File: config.mk
export PLATFORM = sky130hd
export DESIGN_NAME = pb_debounce_port
export DESIGN_NICKNAME = d
export VERILOG_FILES = /design/src/rtl/pb_debounce_port.sv
export SDC_FILE = /design/constraint.sdc
export NUM_CORES = 1
export LEC_CHECK = 0
export CAP_MARGIN = 5
export CORE_MARGIN = 2
export CORE_UTILIZATION = 29
export DETAILED_ROUTE_END_ITERATION = 6
export GPL_ROUTABILITY_DRIVEN = 1
export PLACE_DENSITY = 0.46
export SYNTH_ARGS = -nofsm -noshare
export SYNTH_HDL_FRONTEND = slang
export SYNTH_SLANG_ARGS = --single-unit
File: constraint.sdc
create_clock -name clk -period 3.5 [get_ports clk]
set_input_delay 0.525 -clock clk [delete_from_list [all_inputs] [get_ports clk]]
set_output_delay 0.525 -clock clk [all_outputs]
set_load 0.01 [all_outputs]
File: src/rtl/pb_debounce_port.sv
// Push-button synchroniser/debouncer with sticky press/release flags and a button-0 press counter, packed into a 32-bit CPU input word.
// Latency: an accepted level change appears on port_in DEBOUNCE_CYCLES+2 edges after the raw pin settles; a flag clear takes effect on the sampling edge.
// Backpressure: none; the CPU reads port_in at will and event_clr clears flags at any time, with a coincident set taking priority.
//
// Ports:
//   clk        system clock (PLL output)
//   reset      synchronous, active-high reset
//   pb_n       raw asynchronous buttons, active-low
//   event_clr  per-button clear for the press/release flags
//   port_in    packed status: [NUM_BTN-1:0] stable, [8+:NUM_BTN] press flags,
//              [16+:NUM_BTN] release flags, [31:24] button-0 press count
//
// Optional feature macro: PB_DEBOUNCE_RELEASE_EVENT_EN builds the release
// flags; without it port_in[23:16] is constant zero.

module pb_debounce_port #(
  parameter int NUM_BTN         = 4,
  parameter int DEBOUNCE_CYCLES = 50000,
  parameter int CNT_WIDTH       = 16
) (
  input  logic               clk,
  input  logic               reset,
  input  logic [NUM_BTN-1:0] pb_n,
  input  logic [NUM_BTN-1:0] event_clr,
  output logic [31:0]        port_in
);

  localparam logic [CNT_WIDTH-1:0] CNT_MAX = CNT_WIDTH'(DEBOUNCE_CYCLES - 1);
  localparam logic [CNT_WIDTH-1:0] CNT_ONE = CNT_WIDTH'(1);

  logic [NUM_BTN-1:0]   r_s1;
  logic [NUM_BTN-1:0]   r_s2;
  logic [NUM_BTN-1:0]   r_stable;
  logic [CNT_WIDTH-1:0] r_cnt [NUM_BTN];
  logic [NUM_BTN-1:0]   r_press_evt;
  logic [7:0]           r_press_cnt;

  logic [NUM_BTN-1:0]   w_accept;
  logic [NUM_BTN-1:0]   w_press;
  logic [31:0]          w_port;

  // A button is accepted when its synchronised level has disagreed with the
  // accepted level for the full qualification window.
  always_comb begin
    w_accept = '0;
    for (int i = 0; i < NUM_BTN; i++) begin
      w_accept[i] = (r_s2[i] != r_stable[i]) && (r_cnt[i] == CNT_MAX);
    end
  end

  assign w_press = w_accept & r_s2;

  always_ff @(posedge clk) begin
    if (reset) begin
      r_s1        <= '0;
      r_s2        <= '0;
      r_stable    <= '0;
      r_press_evt <= '0;
      r_press_cnt <= '0;
      for (int i = 0; i < NUM_BTN; i++) begin
        r_cnt[i] <= '0;
      end
    end else begin
      r_s1 <= ~pb_n;
      r_s2 <= r_s1;
      for (int i = 0; i < NUM_BTN; i++) begin
        // Any sample agreeing with the accepted level restarts qualification,
        // so bounces shorter than the window never reach r_stable.
        if (r_s2[i] == r_stable[i]) begin
          r_cnt[i] <= '0;
        end else if (w_accept[i]) begin
          r_stable[i] <= r_s2[i];
          r_cnt[i]    <= '0;
        end else begin
          r_cnt[i] <= r_cnt[i] + CNT_ONE;
        end
      end
      // Set beats clear so a press landing on a clear edge is not lost.
      r_press_evt <= (r_press_evt & ~event_clr) | w_press;
      if (w_press[0]) begin
        r_press_cnt <= r_press_cnt + 8'd1;
      end
    end
  end

`ifdef PB_DEBOUNCE_RELEASE_EVENT_EN
  logic [NUM_BTN-1:0] r_rel_evt;
  logic [NUM_BTN-1:0] w_release;

  assign w_release = w_accept & ~r_s2;

  always_ff @(posedge clk) begin
    if (reset) begin
      r_rel_evt <= '0;
    end else begin
      r_rel_evt <= (r_rel_evt & ~event_clr) | w_release;
    end
  end
`endif

  always_comb begin
    w_port                = '0;
    w_port[NUM_BTN-1:0]   = r_stable;
    w_port[8 +: NUM_BTN]  = r_press_evt;
`ifdef PB_DEBOUNCE_RELEASE_EVENT_EN
    w_port[16 +: NUM_BTN] = r_rel_evt;
`endif
    w_port[31:24]         = r_press_cnt;
  end

  assign port_in = w_port;

endmodule

Yosys cells after proc, flatten, opt, wreduce, memory -nomap -nowiden
Memories as Yosys holds them, arrays and structs flattened. Index checks and enable logic that the tools add are counted.

Register bits after elaboration: 24. Bits in latches: 0. Output and inout port bits: 32. Bits in writable memories: 64. Bits of input ports: 10. Memories: 1. ROM bits: 0.

Multiply operators: 0. Equality and inequality tests: 12. Reductions and logical operators: 8. Add/sub/neg operators: 5. Bitwise operators: 21. Shifts and indexed selects: 0. Muxes and demuxes: 58. $lt $le $gt $ge: 0. Div/mod/pow operators: 0.

Memories: r_cnt (words 4, width 16, read ports 4, clocked after Yosys merged registers in 0, wr ports 4, RTL line 34) `logic [CNT_WIDTH-1:0] r_cnt [NUM_BTN];`.

Operator list (number): 2-to-1 mux 16 bit (12); adder 16 x 1 -> 16 bit, second input constant (4); equality test 16 bit, second input constant (4); 2-to-1 mux 1 bit (46); bitwise OR 1 bit (12); adder 8 x 1 -> 8 bit, second input constant (1); AND 4 bit (2); inverter 4 bit (2); AND reduction 2 bit (4); equality test 1 bit (4); logical AND 1 bit (4); inequality test 1 bit (4); inverter 1 bit (4); bitwise OR 4 bit (1).

Logic depth before layout (Yosys ltp)
An unclocked memory read counts as a cell.

Word-level depth: 9. Depth in mapped cells: 7. Gate-level depth less buffers: 5.

Worst setup path before layout
OpenSTA, ideal clock, no wires.

Path type: register -> register. Start: memory r_cnt[3][12]. End: memory r_cnt[3][11] (data pin). Path slack: 1542 ps. Path buffers: 2. Stages on the path, launching flop included: 7. Data arrival time: 1704 ps. Library setup time: 254 ps. Data required time: 3246 ps. Cell sequence: edfxtp_1 > or4_4 > nor4_4 > or3_1 > buf_6 > buf_12 > nor2_1.

RTL lines (RTL line): start: declaration (34).

==> metrics.csv <==
metric,value,unit
fmax,415.0,MHz
num_vias,3167,
arrival,2.64,ns
rsz0062_at_grt,no,
place.gp.congestion,0.7706,
async_flop_share,0,
total_power,2231,uW
layout_commonest_cell,nor2_1,
min_from,r_s1[3],
antenna_found_initial,0,
cts_root_buf,clkbuf_16,
die_w,129.0,um
critPathKind,flip-flop to flip-flop,
rr_startpoint,r_cnt[0][11],
grt_use_total,0.1095,
start_util,0.2968,
tightest_slew,0.5750,ns
r2r-end,r_press_cnt[7],
drt_wl_total,8419,um
min_path_cells,1,
hold-worst-slack,0.4427,ns
fin_crit_sh,0.6885,
layout_common_cells,"nor2_1, conb_1, edfxtp_1, xnor2_1, clkdlybuf4s50_1",
ant_nets,0,
dp.cells,726,
crit_path_max_fanout,16,
ff2ff_setup_slack,1.09,ns
slowest_delay,0.57,ns
hold_violations,0,
cts_hold_buf,0,
slew_violations,0,
ys_seq_area_frac,0.5304,
setup_viol,0,
hold_path.class,flip-flop to flip-flop,
dp_hpwl,5991,um
dr.first_iter.drc_count,160,
min_to,r_s2[3],
relSlewSlack,0.6166,
worst_ep_required_time,3.73,ns
rows,45,
grt_max_degree,19,
drc,0,
critPathBufInv,0,
yosysWarningCount,0,
dieArea,0.01663,sq mm
final.setup.worst_slack,1.090,ns
first_pass_iters,4,
post_cts_resized,0,
cts_tree,done,
synth_top_flop_cell,edfxtp_1,
viasPerCell,4.274,
power.density_cell_area,409.2,mW/mm^2
overflow,0,
ys_ff_latch,88,
worst-r2r-cell-count,4,
h-tree-depth,3,
outcome,"complete, no violations",
clock-sinks,88,
synth_edf_count,64,
dieHeight,129.0,um
worst_setup_path_start_kind,flip-flop,
cp_top_family,simple AND/OR/NAND/NOR gates,
clk_latency,0.34,ns
drive_gt1_frac,0.04151,
pre_cts_ws,1.048,ns
clkSlewWorstSetupHoldPaths,0.06,ns
wl_per_cell,11.36,um
period_needed,2.410,ns
avgSynthCellArea,10.39,sq um
crit_slowest_cell,nor4_1,
p_leak,0.001846,uW
ioPinCount,42,
grt_pass1_wl,14160,um
maxCapViolCount,0,
buffer_ports.inserted,25,
synth_cells,436,
fin_cells,741,
cts_buffer_depth,2,
diodes,0,
core-area,0.01526,sq mm
ys_types,42,
netlist_area,0.004529,sq mm
skew,0.006268,ns
cp_cell_sequence,"nor4b_2, nand4_1, nor4_1, mux2_2",
vdd_drop_max,0.2304,mV
finalSetupTns,0,ns
area.growth.synth_to_final,20.39,%
cts_buffers,9,
fin_nets,541,
endpoint_kind,flip-flop,
grt_pass1_vias,2974,
postCtsSetupRepairBufs,0,
registers in the layout (all words and copies together) (netlist names):
signal and count:
r_cnt 64, r_press_cnt 8, r_press_evt 4, r_s1 4, r_s2 4, r_stable 4
layer usage:
metal / vias up / GRT usage / part of all wire
met5: - / 0 / 0
met4: 0 / 0.06074 / 0.022
met3: 11 / 0.02328 / 0.033
met2: 55 / 0.1687 / 0.44
met1: 1465 / 0.1435 / 0.50
li1: 1636 / - / -
metrics by stage:
step	util	instance area [sq um]
after global routing	0.3574	5453
after floorplan	-	4822
after detailed placement	0.3387	5167
after global placement	0.3387	5167
final	0.3574	5453
after CTS	0.3574	5453
how the worst max path moves through the flow:
stage          cells after the start             end          from  slack, ns
2_1_floorplan                      6    r_cnt[3][11]  r_cnt[3][12]       1.54
3_3_place_gp                       4  r_press_cnt[7]   r_cnt[0][5]       1.06
3_5_place_dp                       4  r_press_cnt[7]  r_cnt[0][11]       1.05
4_1_cts                            4  r_press_cnt[7]  r_cnt[0][11]       1.04
5_1_grt                            4  r_press_cnt[7]   r_cnt[0][5]       0.78
6_report                           4  r_press_cnt[7]  r_cnt[0][11]       1.09
cell type report:
type / count / area (sq um)
fill: 1564 / 9806
inverter: 15 / 56.30
tap: 211 / 264.0
clock inverter: 2 / 13.76
multi-input combinational: 385 / 2180
timing repair buffer: 27 / 265.3
sequential: 88 / 2402
clock buffer: 13 / 271.5
cell usage after synthesis, types with 3 or more instances:
cell type  number  area [sq um]
edfxtp_1       64          1922
nor2b_1         6         37.54
nor4bb_1        3         30.03
clkbuf_1        5         18.77
buf_4          16         120.1
nand2b_1        7         43.79
inv_1          15         56.30
and3_1          4         25.02
nand4_1        18         112.6
nor2_1         83         311.6
nand3_1        23         115.1
a21oi_1        12         60.06
nor3_1         14         70.07
xor2_1          8         70.07
nor4_1         19         118.9
xnor2_1        51         446.7
nand2_1        16         60.06
dfxtp_1        24         480.5
ha_1            5         62.56
o31ai_1         5         37.54
mux2i_1         4         40.04
or4_1           5         37.54
power breakdown:
part           switching [uW]  total (uW)  internal [uW]
Sequential               39.6        1190           1150
Clock                     398         939            541
Combinational            56.4        99.0           42.7
kinds of logic (layout without fill, tap and decap cells):
kind of cell	Yosys count	in the layout	share of synthesized area
mux	5	5	0.01133
xor+xnor	59	59	0.1141
flops	88	88	0.5304
other cells	2	80	0.001658
fa+ha+maj	5	5	0.01381
compound gates	19	19	0.02376
buf+inv	41	57	0.05304
simple gates	217	217	0.2519
No activity file was read; power rests on OpenSTA's default activity.
